`src/rtl/uart_row_writer.sv`:
```
// uart_row_writer: snapshots a received UART row and streams it pixel by pixel into the frame buffer
module uart_row_writer #(
    parameter int WIDTH  = 640,
    parameter int HEIGHT = 480,
    parameter int BPP    = 3,
    parameter int ADDR_W = 19
) (
    input  logic                 clk,
    input  logic                 rst,
    input  logic                 done,
    input  logic [8:0]           row,
    input  logic [BPP*WIDTH-1:0] uart_data,
    input  logic                 fb_ready,
    output logic                 fb_we,
    output logic [ADDR_W-1:0]    fb_addr,
    output logic [BPP-1:0]       fb_wdata,
    output logic                 busy,
    output logic                 row_done,
    output logic                 frame_done,
    output logic                 row_err,
    output logic                 overrun
);
    localparam int COL_W = (WIDTH > 1) ? $clog2(WIDTH) : 1;

    typedef enum logic {IDLE, WRITE} state_t;

    state_t               state, state_d;
    logic                 done_q, last_row;
    logic [COL_W-1:0]     col;
    logic [BPP*WIDTH-1:0] shadow;
    logic                 strobe, row_ok, start, accept, last_px;

    assign strobe   = done & ~done_q;
    assign row_ok   = 32'(row) < HEIGHT;
    assign start    = (state == IDLE) & strobe & row_ok;
    assign accept   = (state == WRITE) & fb_ready;
    assign last_px  = accept & (col == COL_W'(WIDTH - 1));
    assign fb_we    = state == WRITE;
    assign busy     = state == WRITE;
    assign fb_wdata = shadow[BPP-1:0];

    // state register
    always_ff @(posedge clk) begin
        if (rst) state <= IDLE;
        else     state <= state_d;
    end

    // next state: enter WRITE on a legal strobe, leave once the last pixel is accepted
    always_comb begin
        state_d = state;
        state_d = (state == IDLE) ? (start ? WRITE : IDLE) : (last_px ? IDLE : WRITE);
    end

    // datapath: snapshot, address/column stepping on each accepted pixel, status pulses
    always_ff @(posedge clk) begin
        if (rst) begin
            done_q     <= 1'b0;
            last_row   <= 1'b0;
            col        <= '0;
            shadow     <= '0;
            fb_addr    <= '0;
            row_done   <= 1'b0;
            frame_done <= 1'b0;
            row_err    <= 1'b0;
            overrun    <= 1'b0;
        end else begin
            done_q     <= done;
            row_done   <= last_px;
            frame_done <= last_px & last_row;
            row_err    <= (state == IDLE) & strobe & ~row_ok;
            overrun    <= (state == WRITE) & strobe;
            if (start) begin
                shadow   <= uart_data;
                fb_addr  <= ADDR_W'(row) * ADDR_W'(WIDTH);
                col      <= '0;
                last_row <= 32'(row) == HEIGHT - 1;
            end else if (accept) begin
                shadow  <= shadow >> BPP;
                fb_addr <= fb_addr + ADDR_W'(1);
                col     <= col + COL_W'(1);
            end
        end
    end
endmodule
```
`config.mk`:
```
export PLATFORM = sky130hd
export DESIGN_NAME = uart_row_writer
export DESIGN_NICKNAME = d
export VERILOG_FILES = /design/src/rtl/uart_row_writer.sv
export SDC_FILE = /design/constraint.sdc
export NUM_CORES = 2
export LEC_CHECK = 0
export BUFFER_PORTS_ARGS = -buffer_cell sky130_fd_sc_hd__buf_2
export CORE_AREA = 2 2 755 757
export DETAILED_ROUTE_END_ITERATION = 7
export DIE_AREA = 0 0 757 759
export PLACE_DENSITY_LB_ADDON = 0.2
export SLEW_MARGIN = 20
export SYNTH_ARGS = -nofsm -noshare
export SYNTH_HDL_FRONTEND = slang
export SYNTH_SLANG_ARGS = --single-unit
```
`constraint.sdc`:
```
create_clock -name clk -period 7.25 [get_ports clk]
set_clock_uncertainty 0.1 [all_clocks]
set_input_delay 1.45 -clock clk [delete_from_list [all_inputs] [get_ports clk]]
set_output_delay 1.45 -clock clk [all_outputs]
set_load 0.005 [all_outputs]
```
==> impl_metrics.yaml <==
run_status:
  run_status: "finished clean"
drt:
  routed_via_density: 4.20
  detail-route-antenna-nets: 0
  drt_first_iter_violations: 6101
  route.final.wire_length_um: 406000
  drt-pass1-iter-count: 5
  detail_route.drc_violations: 0
  num_vias: 84400
  routedWlPerCell_um: 20.2
clock_network:
  max-clock-path-buffers: 4
  post_cts.resized_instances: 0
  post_cts_hold_buffer_count: 0
  number_of_h_tree_levels: 5
  cts_post_setup_buffers_inserted: 0
  worst_setup_hold_path_clk_slew_ns: 0.05
  clock_insertion_delay_worst_skew_ns: 0.92
  cts.sinks: 1956
  cts_inserted_buffers: 269
  clock-root-buffer: "sky130_fd_sc_hd__clkbuf_16"
  clock_tree_from_tritoncts: "built"
logic_synthesis:
  yosys_warnings: 0
  synth.distinct_cells: 49
  synth-seq-cells: 1956
  synth_common_cells: "sky130_fd_sc_hd__nand2_1 (3844), sky130_fd_sc_hd__dfxtp_1 (1956), sky130_fd_sc_hd__nor2_1 (1943)"
  synth_area_leaders: "sky130_fd_sc_hd__dfxtp_1 (47%), sky130_fd_sc_hd__a311oi_1 (20%), sky130_fd_sc_hd__nand2_1 (17%)"
  async_reset_ff_frac: 0
  most_frequently_used_cell_type_in_the_post_synthesis_netlist: "sky130_fd_sc_hd__nand2_1"
  synth-main-ff-cell: "sky130_fd_sc_hd__dfxtp_1"
  area_of_the_mapped_netlist_um2: 84200
  synth_largest_area_cell: "sky130_fd_sc_hd__dfxtp_1"
  synth_cells: 10900
  ys_seq_area_frac: 0.465
  syn_nets: 12900
  synth_enable_flop_cells: 0
  avgSynthCellArea_um2: 7.72
  yosys.area.top_type_share: 0.465
setup_path:
  crit_top_cell: "sky130_fd_sc_hd__buf_12"
  critical-path-slowest-cell: "sky130_fd_sc_hd__nand2_8"
  critical_path.top_delay_family: "simple AND/OR/NAND/NOR gates"
  list_of_cells_traversed_by_the_critical_path: "buf_2, or3b_1, a21o_4, nand2_8, buf_12, buf_12, nor2_1, a311oi_1"
  worst_setup_start_kind: "input port"
  crit_buf_inv: 3
  crit_start: "done"
  worst_ep_arrival_time_ns: 4.55
  worstPathMaxFanout: 156
  setup.worst_path.end_class: "flip-flop"
  critical-path-max-stage-delay_ns: 0.63
  critical_path_class: "in2reg"
  worst_r2r_startpoint: "busy$_SDFF_PP0_"
  cp.required_ns: 7.92
power_and_ir_drop:
  leakage_uw: 0.0394
  p_per_area_nw_per_um2: 284
  vdd_drop_max_v: 0.000163
  total_power_uw: 30900
sta:
  worst_pin_slew_ns: 1.13
  finalHoldViolations: 0
  final_setup_violation_count: 0
  final_period_minus_worst_setup_slack_ns: 3.88
  timing.max_slew.rel_slack: 0.250
  timing.final.crit_share: 0.535
  fin_setup_tns_ns: 0
  fmax_mhz: 258
  drv_slew: 0
  rsz0062_at_grt: "false"
final_layout:
  drive_gt1_frac: 0.202
  flow.area_growth_from_synthesis_pct: 29.5
  final_nets: 14200
  post_route_utilization: 0.192
  fin_cells: 20100
die:
  die_w_um: 757
  floorplan.core_area_um2: 567000
  io-pin-count: 1961
  die_area_um2: 575000
  placement_rows: 277
  die_boundary_height_um: 759
  floorplan.initialDensity: 0.148
job:
  timing.max_cap.violations: 0
grt:
  grt_start_max_net_pins: 237
  gr-total-overflow: 0
  grt.total_usage: 0.133
  antenna_found_initial: 536
  number_of_global_route_vias_before_repair: 81000
  grt_pass1_wl_um: 575000
worst_hold_path:
  timing.hold.worst.class: "reg2reg"
  timing.hold.worst.start: "shadow[557]$_SDFFE_PP0P_"
placement:
  hpwl_um: 294000
  dp_cells: 19500
  numPortBuffers: 1960
  final_replace_weighted_congestion: 0.812
==> layout make-up <==
type,instances,area (um2)
antenna,164,410
inverter,3,11.3
fill,64800,458000
clock inverter,58,827
clock buffer,417,7990
sequential,1956,39200
tap,7533,9430
multi-input combinational,7865,39700
timing repair buffer,2105,11500
==> where the power goes <==
part           leakage, uW  switching (uW)  total (uW)  internal, uW
combinational       0.0190            3050        4790          1740
clock              0.00429            5580       13400          7860
sequential          0.0162             734       12700         12000
total               0.0394            9360       30900         21600
==> layer usage <==
metal  global-route usage  wire length, um
met1                0.171           179000
met2                0.215           184000
met3               0.0377            28400
met4               0.0394            13000
met5                    0             1570
==> per-stage QoR <==
step | area, um2 | setup WS, ns | hold slack, ns
detailed placement | 99800 | 2.42 | 0.349
global route | 109000 | 3.15 | 0.366
CTS | 109000 | 3.34 | 0.334
finish | 109000 | 3.37 | 0.334
floorplan | 84200 | 3.97 | 0.327
global placement | 99800 | 2.45 | 0.342
==> worst paths after layout <==
kind	to	slack, ns	cells after the start
setup / recovery	shadow[1416]$_SDFFE_PP0P_	3.37	8
hold / removal	shadow[554]$_SDFFE_PP0P_	0.33	2
setup reg to reg	shadow[1416]$_SDFFE_PP0P_	3.42	7
hold reg to reg	shadow[554]$_SDFFE_PP0P_	0.33	2
==> layout by cell type, fill, tap and decap left out, drive strengths merged, types with 2 or more instances in the layout <==
cell,n
nand3,14
nor3,9
or3,2
xor2,10
o22ai,2
a21o,2
nand2,3845
clkinvlp,4
or2,2
o21ai,10
inv,14
and2,4
a211oi,3
nor3b,2
and3,4
clkinv,37
bufinv,6
clkbuf,417
diode,164
nand2b,4
dfxtp,1956
a311oi,1905
nor2b,3
a31oi,5
buf,2105
a22oi,15
nor2,1943
a21oi,32
mux2i,2
xnor2,6
o211ai,3
ha,16
nand4,8
==> worst min-delay path: stages (launching register included) <==
cell and delay (ns):
sky130_fd_sc_hd__dfxtp_1 0.31, sky130_fd_sc_hd__nand2_1 0.05, sky130_fd_sc_hd__a311oi_1 0.07
==> cell families (layout without fill, tap and decap cells) <==
logic type	count (synthesis)	after routing	share of synthesized area
adders and majority gates	17	17	0.00262
other	0	164	0
AOI/OAI and AO/OA	1984	1984	0.204
and+or+nand+nor	5845	5845	0.262
buffers and inverters	1082	2583	0.0637
xor gates and xnor gates	16	16	0.00166
muxes	3	3	0.000372
DFF	1956	1956	0.465
==> sequential cells by signal (all words and copies together), names as in the netlist <==
| register | count |
|---|---|
| shadow | 1920 |
| fb_addr | 19 |
| col | 10 |
| busy | 1 |
| done_q | 1 |
| frame_done | 1 |
| last_row | 1 |
| overrun | 1 |
| row_done | 1 |
| row_err | 1 |
(Power assumes the default switching activity.)
